===== src/rtl/keypad_scanner.sv =====
`default_nettype none
// ============================================================================
// Module   : keypad_scanner
// Purpose  : Row-scans a 4x4 matrix keypad, picks the first pressed key of
//            each scan frame, debounces it over DEBOUNCE_FRAMES identical
//            frames and presents the committed code as kb_idx = {valid, idx}.
//            Key index: 0-9 -> 0x0-0x9, A-D -> 0xA-0xD, '*' -> 0xE, '#' -> 0xF.
// Ports    : clk     in   1   system clock
//            rst     in   1   synchronous active-high reset
//            col_n   in   4   keypad columns, active-low, asynchronous
//            row_n   out  4   keypad row drive, active-low, one-hot-zero
//            kb_idx  out  5   {valid, idx[3:0]}
// Config   : KB_STICKY_EN - when defined, a release keeps the last index in
//            kb_idx[3:0] with valid cleared; otherwise a release gives 5'b0.
// Revision : 1.0  initial release
// ============================================================================

`ifndef KBCODE_WID
`define KBCODE_WID 5
`endif

module keypad_scanner #(
    parameter logic [15:0] SCAN_DIV        = 16'd50000,
    parameter logic [7:0]  DEBOUNCE_FRAMES = 8'd4
) (
    input  logic                   clk,
    input  logic                   rst,
    input  logic [3:0]             col_n,
    output logic [3:0]             row_n,
    output logic [`KBCODE_WID-1:0] kb_idx
);

    typedef enum logic [0:0] {
        ST_SCAN = 1'b0,
        ST_EVAL = 1'b1
    } state_t;

    state_t      r_state;
    state_t      w_state_nxt;
    logic [1:0]  r_row;
    logic [15:0] r_slot;
    logic [3:0]  r_sync1;
    logic [3:0]  r_sync2;
    logic [15:0] r_frame;     // bit r*4+c set when key (r,c) was seen pressed
    logic [3:0]  r_row_n;
    logic [4:0]  r_prev;
    logic [7:0]  r_cnt;
    logic [4:0]  r_kb;

    logic        w_slot_last;
    logic [4:0]  w_cand;
    logic [7:0]  w_cnt_nxt;
    logic        w_commit;
    logic [4:0]  w_rel_code;
    logic [4:0]  w_kb_nxt;

    // Physical position (row*4 + col) to key index.
    function automatic logic [3:0] key_code(input logic [3:0] pos);
        logic [3:0] code;
        case (pos)
            4'd0:    code = 4'h1;
            4'd1:    code = 4'h2;
            4'd2:    code = 4'h3;
            4'd3:    code = 4'hA;
            4'd4:    code = 4'h4;
            4'd5:    code = 4'h5;
            4'd6:    code = 4'h6;
            4'd7:    code = 4'hB;
            4'd8:    code = 4'h7;
            4'd9:    code = 4'h8;
            4'd10:   code = 4'h9;
            4'd11:   code = 4'hC;
            4'd12:   code = 4'hE;
            4'd13:   code = 4'h0;
            4'd14:   code = 4'hF;
            default: code = 4'hD;
        endcase
        return code;
    endfunction

    assign w_slot_last = (r_slot == SCAN_DIV - 16'd1);

    // ------------------------------------------------------------------
    // FSM: state register and next-state decode
    // ------------------------------------------------------------------
    always_ff @(posedge clk) begin
        if (rst) begin
            r_state <= ST_SCAN;
        end else begin
            r_state <= w_state_nxt;
        end
    end

    always_comb begin
        w_state_nxt = r_state;
        if (r_state == ST_SCAN) begin
            if (w_slot_last && (r_row == 2'd3)) begin
                w_state_nxt = ST_EVAL;
            end
        end else begin
            w_state_nxt = ST_SCAN;
        end
    end

    // ------------------------------------------------------------------
    // Frame candidate and debounce decision
    // ------------------------------------------------------------------
    // Walk from the last scan position down so the earliest pressed key in
    // scan order is the one left standing.
    always_comb begin
        w_cand = 5'b0_0000;
        for (int i = 15; i >= 0; i--) begin
            if (r_frame[i]) begin
                w_cand = {1'b1, key_code(4'(i))};
            end
        end
    end

    always_comb begin
        w_cnt_nxt = 8'd1;
        if (w_cand == r_prev) begin
            w_cnt_nxt = (r_cnt >= DEBOUNCE_FRAMES) ? DEBOUNCE_FRAMES
                                                   : r_cnt + 8'd1;
        end
    end

    assign w_commit = (w_cnt_nxt == DEBOUNCE_FRAMES);

`ifdef KB_STICKY_EN
    assign w_rel_code = {1'b0, r_kb[3:0]};
`else
    assign w_rel_code = 5'b0_0000;
`endif

    assign w_kb_nxt = w_cand[4] ? w_cand : w_rel_code;

    // ------------------------------------------------------------------
    // Datapath: synchronizer, scan counters, row drive, debounce state
    // ------------------------------------------------------------------
    always_ff @(posedge clk) begin
        if (rst) begin
            r_sync1 <= 4'b1111;
            r_sync2 <= 4'b1111;
            r_row   <= 2'd0;
            r_slot  <= 16'd0;
            r_frame <= 16'd0;
            r_row_n <= 4'b1110;
            r_prev  <= 5'b0_0000;
            r_cnt   <= 8'd0;
            r_kb    <= 5'b0_0000;
        end else begin
            r_sync1 <= col_n;
            r_sync2 <= r_sync1;
            if (r_state == ST_SCAN) begin
                if (w_slot_last) begin
                    r_slot <= 16'd0;
                    // Last cycle of the slot: columns have settled through
                    // the synchronizer for this row.
                    r_frame[{r_row, 2'b00} +: 4] <= ~r_sync2;
                    if (r_row == 2'd3) begin
                        r_row_n <= 4'b1111;
                    end else begin
                        r_row   <= r_row + 2'd1;
                        r_row_n <= ~(4'b0001 << (r_row + 2'd1));
                    end
                end else begin
                    r_slot <= r_slot + 16'd1;
                end
            end else begin
                r_row   <= 2'd0;
                r_row_n <= 4'b1110;
                r_prev  <= w_cand;
                r_cnt   <= w_cnt_nxt;
                if (w_commit) begin
                    r_kb <= w_kb_nxt;
                end
            end
        end
    end

    assign row_n  = r_row_n;
    assign kb_idx = r_kb;

endmodule

`default_nettype wire


===== config.mk =====
export PLATFORM = sky130hd
export DESIGN_NAME = keypad_scanner
export DESIGN_NICKNAME = d
export VERILOG_FILES = /design/src/rtl/keypad_scanner.sv
export SDC_FILE = /design/constraint.sdc
export NUM_CORES = 1
export LEC_CHECK = 0
export CAP_MARGIN = 40
export CELL_PAD_IN_SITES_DETAIL_PLACEMENT = 2
export CELL_PAD_IN_SITES_GLOBAL_PLACEMENT = 2
export CORE_AREA = 4 4 96 98
export DETAILED_ROUTE_END_ITERATION = 6
export DIE_AREA = 0 0 100 102
export GPL_TIMING_DRIVEN = 1
export HOLD_SLACK_MARGIN = 0.06
export PLACE_DENSITY = 0.88
export SLEW_MARGIN = 20
export SYNTH_ARGS = -nofsm -noshare
export SYNTH_HDL_FRONTEND = slang
export SYNTH_SLANG_ARGS = --single-unit

===== constraint.sdc =====
create_clock -name clk -period 3 [get_ports clk]
set_clock_uncertainty 0.2 [all_clocks]
set_input_delay 0.6 -clock clk [delete_from_list [all_inputs] [get_ports clk]]
set_output_delay 0.6 -clock clk [all_outputs]
set_load 0.05 [all_outputs]

==> run summary <==
After routing, the total negative slack on setup checks comes to 0 ns. The first TritonRoute pass finished after 4 iterations. The number of antenna diodes in the final layout is 0.

TritonCTS built the clock tree. Once the clock tree was built, the resizer swapped 0 gates to a different size. The final-report hold violation count is 0, and the share of synthesized flip-flops with an asynchronous set or reset is 0%.

The root buffer cell chosen for the clock tree is sky130_fd_sc_hd__clkbuf_8. The clock slew at the register clock pins of the worst setup and hold paths came out at 0.08 ns. The floorplan step defined a core boundary enclosing 8470 um2.

The tools report the largest net degree at the start of global routing as 31. The worst hold path class was reg2reg. The stage delay of the slowest cell on the critical path came out at 0.64 ns. In this design, the largest share of critical-path delay is due to simple AND/OR/NAND/NOR gates. The detailed router placed 2540 vias in this run. The highest fanout seen on the critical path was 6. The run gives 0 as the number of remaining DRC errors. The total chip power came out at 1.83 mW. The placement row count came out at 34. After the last flow step, the layout net total stands at 379.

Of the post-synthesis cell area, the part taken by muxes is 3.05%. The highest ir drop seen on vdd came out at 262 uV. Buffers added to address setup during post-CTS repair amount to 0.

For the required time at the endpoint of the critical path, the log shows 3.08 ns. The combinational family with the most area after synthesis is simple AND/OR/NAND/NOR gates. Of the cells placed in the final design, the portion with a size suffix greater than 1 is 11.4%. The worst setup path is launched from a flop.

The number of buffer cells added on primary ports is 14. The critical path goes through nor3_1 -> o21ai_0 -> a311oi_1 -> xnor2_1 -> nor3b_2 -> and3_1 -> mux2i_1. Critical path buffer and inverter count: 0. In the synthesized netlist the dominant register cell turns out to be sky130_fd_sc_hd__dfxtp_1. The run gives 0 as the number of slew-limit violations in the final report. Clock latency on the worst-skew pair, taken at its later pin, is 0.35 ns. The first global-routing pass estimated 14400 um of wire.

The run gives 33 as the number of DRC violations after detailed-routing iteration 0. The finished layout holds 477 standard cells, fillers aside. Dividing total power by cell area gives a power density of 531 nW/um2. The logs give 2881 for the via count of the first global-routing pass and 8420 um for the final wirelength. The post-synthesis average cell area works out to 8.54 um2. The tool flagged a number of max-cap violations equal to 0.

At the worst endpoint, the arrival time is 2.70 ns. The tools report the startpoint of the worst register-to-register path as r_frame[9]. The cell area after synthesis came out at 2950 um2. The count of flip-flops with a built-in enable after synthesis was 0; the adder-cell share of the synthesized area was 3.81%. Synthesis produced 346 cells. The maximum frequency from static timing analysis is 383 MHz. The post-synthesis compound-gate area fraction works out to 10.0%. The tree built by TritonCTS fans out to 65 sinks.

The register area share after synthesis was 44.0%; the simple-gate area share of the yosys netlist was 30.6%. The number of primary I/O pins came out at 15. Relative to the synthesized area, the layout overhead comes to 16.9%.

The overall track demand over capacity in global routing was 18.1%; the buffer depth of the longest clock path was 2. The total congestion overflow came out at 0. Summing the areas of all xor and xnor instances in the mapped netlist gives 5.63% of the synthesized area.

The congestion estimate from routability-driven global placement came to 0.807. For the net count after synthesis, the log shows 361. From bottom edge to top edge, the die measures 102 um. The final period demand of the worst path came out at 2.61 ns. The number of clock buffers added by TritonCTS is 9.

Including well taps, the total number of placed cells is 461. The number of antenna violations at the first check in global routing is 0. The area enclosed by the die boundary came out at 10200 um2. For the level count of the clock H-tree, the log shows 3. The critical path endpoint category is a flop.

The run finished with clean final reports. For the residual antenna-violating net count after detailed routing, the log shows 0. Setup repair after global routing left no endpoint under its margin. The width of the chip was 100 um. Count of endpoints failing setup in the final report: 0. On the critical path, the stage with the largest delay is an instance of sky130_fd_sc_hd__a311oi_1.

For the pin with the worst max-slew slack, the measured transition is 0.687 ns. The via count normalized by instance count came out at 5.32. Summed over all nets, the half-perimeter wirelength after detailed placement is 6010 um.

In this run the most critical hold path is launched from r_sync1[2]. The analysis attributes to cell leakage a power of 1.21 nW. After detailed routing, the average wire length per cell comes to 17.6 um. The number of storage elements in the synthesis netlist works out to 65. The number of distinct library cells after synthesis came out at 46. The run gives 53.9% as the relative slew slack.

In the finished design, the share of the clock period the worst path needs comes to 87.1%. Critical path start-end classification: reg2reg. For this configuration, the core starts out at a cell density of 34.9%. Launching instance or port of the critical path: r_frame[9]. The tools report the total of warnings raised by yosys as 0. The number of hold buffers added after CTS is 0.
==> report_power, final <==
| part | total [mW] | internal, mW | switching [mW] | leakage (nW) |
|---|---|---|---|---|
| sequential | 0.877 | 0.871 | 0.00666 | 0.526 |
| combinational | 0.0391 | 0.0176 | 0.0215 | 0.568 |
| clock | 0.916 | 0.551 | 0.365 | 0.115 |
| total | 1.83 | 1.44 | 0.393 | 1.21 |
==> layout make-up <==
type	count	area, um2
Fill cell	944	5010
Sequential cell	65	1300
Clock inverter	7	119
Clock buffer	9	124
Tap cell	108	135
Timing Repair Buffer	18	170
Multi-Input combinational cell	261	1570
Inverter	9	33.8
==> final timing paths <==
kind / end / cells after the start / slack, ns
setup / recovery: kb_idx[1] / 7 / 0.39
hold / removal: r_sync2[2] / 1 / 0.22
setup reg to reg: kb_idx[1] / 7 / 0.39
hold reg to reg: r_sync2[2] / 1 / 0.22
==> placed cells by master, fill, tap and decap left out, types with 2 or more instances in the layout <==
cell type,n
sky130_fd_sc_hd__bufinv_16,3
sky130_fd_sc_hd__nand3b_1,2
sky130_fd_sc_hd__clkbuf_8,9
sky130_fd_sc_hd__o21a_1,3
sky130_fd_sc_hd__nor2b_1,3
sky130_fd_sc_hd__buf_4,4
sky130_fd_sc_hd__or4_1,2
sky130_fd_sc_hd__or3_1,16
sky130_fd_sc_hd__nor3_2,2
sky130_fd_sc_hd__mux2i_1,9
sky130_fd_sc_hd__xor2_1,9
sky130_fd_sc_hd__nand3_1,6
sky130_fd_sc_hd__nand2b_1,8
sky130_fd_sc_hd__clkinvlp_4,2
sky130_fd_sc_hd__dfxtp_1,65
sky130_fd_sc_hd__nor2_1,47
sky130_fd_sc_hd__inv_1,9
sky130_fd_sc_hd__and2_1,5
sky130_fd_sc_hd__and3_1,3
sky130_fd_sc_hd__o21ai_0,2
sky130_fd_sc_hd__or3_2,2
sky130_fd_sc_hd__clkdlybuf4s50_1,14
sky130_fd_sc_hd__nor4_1,6
sky130_fd_sc_hd__xnor2_1,10
sky130_fd_sc_hd__o211ai_1,4
sky130_fd_sc_hd__a21oi_1,24
sky130_fd_sc_hd__nand2_1,42
sky130_fd_sc_hd__ha_1,9
sky130_fd_sc_hd__nand4_1,5
sky130_fd_sc_hd__nor3_1,13
sky130_fd_sc_hd__or2_2,11
==> cell families after synthesis <==
kind of cell / count (synthesis)
simple gates: 178
flops: 65
compound gates: 46
buf+inv: 20
xor+xnor: 19
mux: 9
fa+ha+maj: 9
==> stage by stage <==
| stage | cell area, um2 | util, % | worst slack, ns | hold WS [ns] |
|---|---|---|---|---|
| 6_report | 3450 | 40.8 | 0.387 | 0.217 |
| 5_1_grt | 3450 | 40.8 | 0.165 | 0.234 |
| 4_1_cts | 3450 | 40.8 | 0.327 | 0.221 |
| 3_5_place_dp | 3210 | 37.9 | 0.451 | 0.203 |
| 3_3_place_gp | 3210 | 37.9 | 0.582 | 0.191 |
| 2_1_floorplan | 2950 | - | 0.721 | 0.189 |
==> metal layers <==
metal | share of wire [%] | up-vias | routed length (um) | GRT usage (%)
li1 | - | 1225 | - | -
met1 | 41 | 1276 | 3480 | 19.6
met2 | 55 | 25 | 4590 | 35.0
met3 | 2.3 | 14 | 190 | 3.28
met4 | 1.9 | 0 | 157 | 6.84
met5 | 0 | - | 0 | 0
==> registers in the layout, indices dropped and copies added (netlist names) <==
signal and flops:
r_prev 5, r_frame 16, r_sync2 4, r_sync1 4, r_cnt 8, row_n 4, r_state 1, kb_idx 5
r_slot 16, r_row 2
==> worst register-to-register path, cell delays in order, from the launching register on <==
cell                       delay [ns]
sky130_fd_sc_hd__dfxtp_1         0.35
sky130_fd_sc_hd__nor3_1          0.24
sky130_fd_sc_hd__o21ai_0         0.12
sky130_fd_sc_hd__a311oi_1        0.64
sky130_fd_sc_hd__xnor2_1         0.19
sky130_fd_sc_hd__nor3b_2         0.24
sky130_fd_sc_hd__and3_1          0.35
sky130_fd_sc_hd__mux2i_1         0.22
==> synthesized netlist by cell type (all sizes together) (2+ instances only) <==
master / count / share of area [%]
nand2b: 8 / 1.7
xnor2: 10 / 3.0
o211ai: 4 / 1.0
mux2i: 9 / 3.0
nor3: 15 / 2.9
ha: 9 / 3.8
or2: 11 / 2.3
and3: 3 / 0.64
nand3: 6 / 1.0
a21oi: 24 / 4.1
o21a: 3 / 0.76
nand2: 42 / 5.3
nor2b: 3 / 0.64
nor2: 47 / 6.0
clkbuf: 10 / 1.3
inv: 9 / 1.1
o21ai: 2 / 0.34
dfxtp: 65 / 44
xor2: 9 / 2.7
nand4: 5 / 1.1
nor4: 6 / 1.3
or3: 18 / 3.9
nand3b: 2 / 0.51
or4: 3 / 0.89
and2: 5 / 1.1
Note: power is estimated with default switching activity, not from simulation.
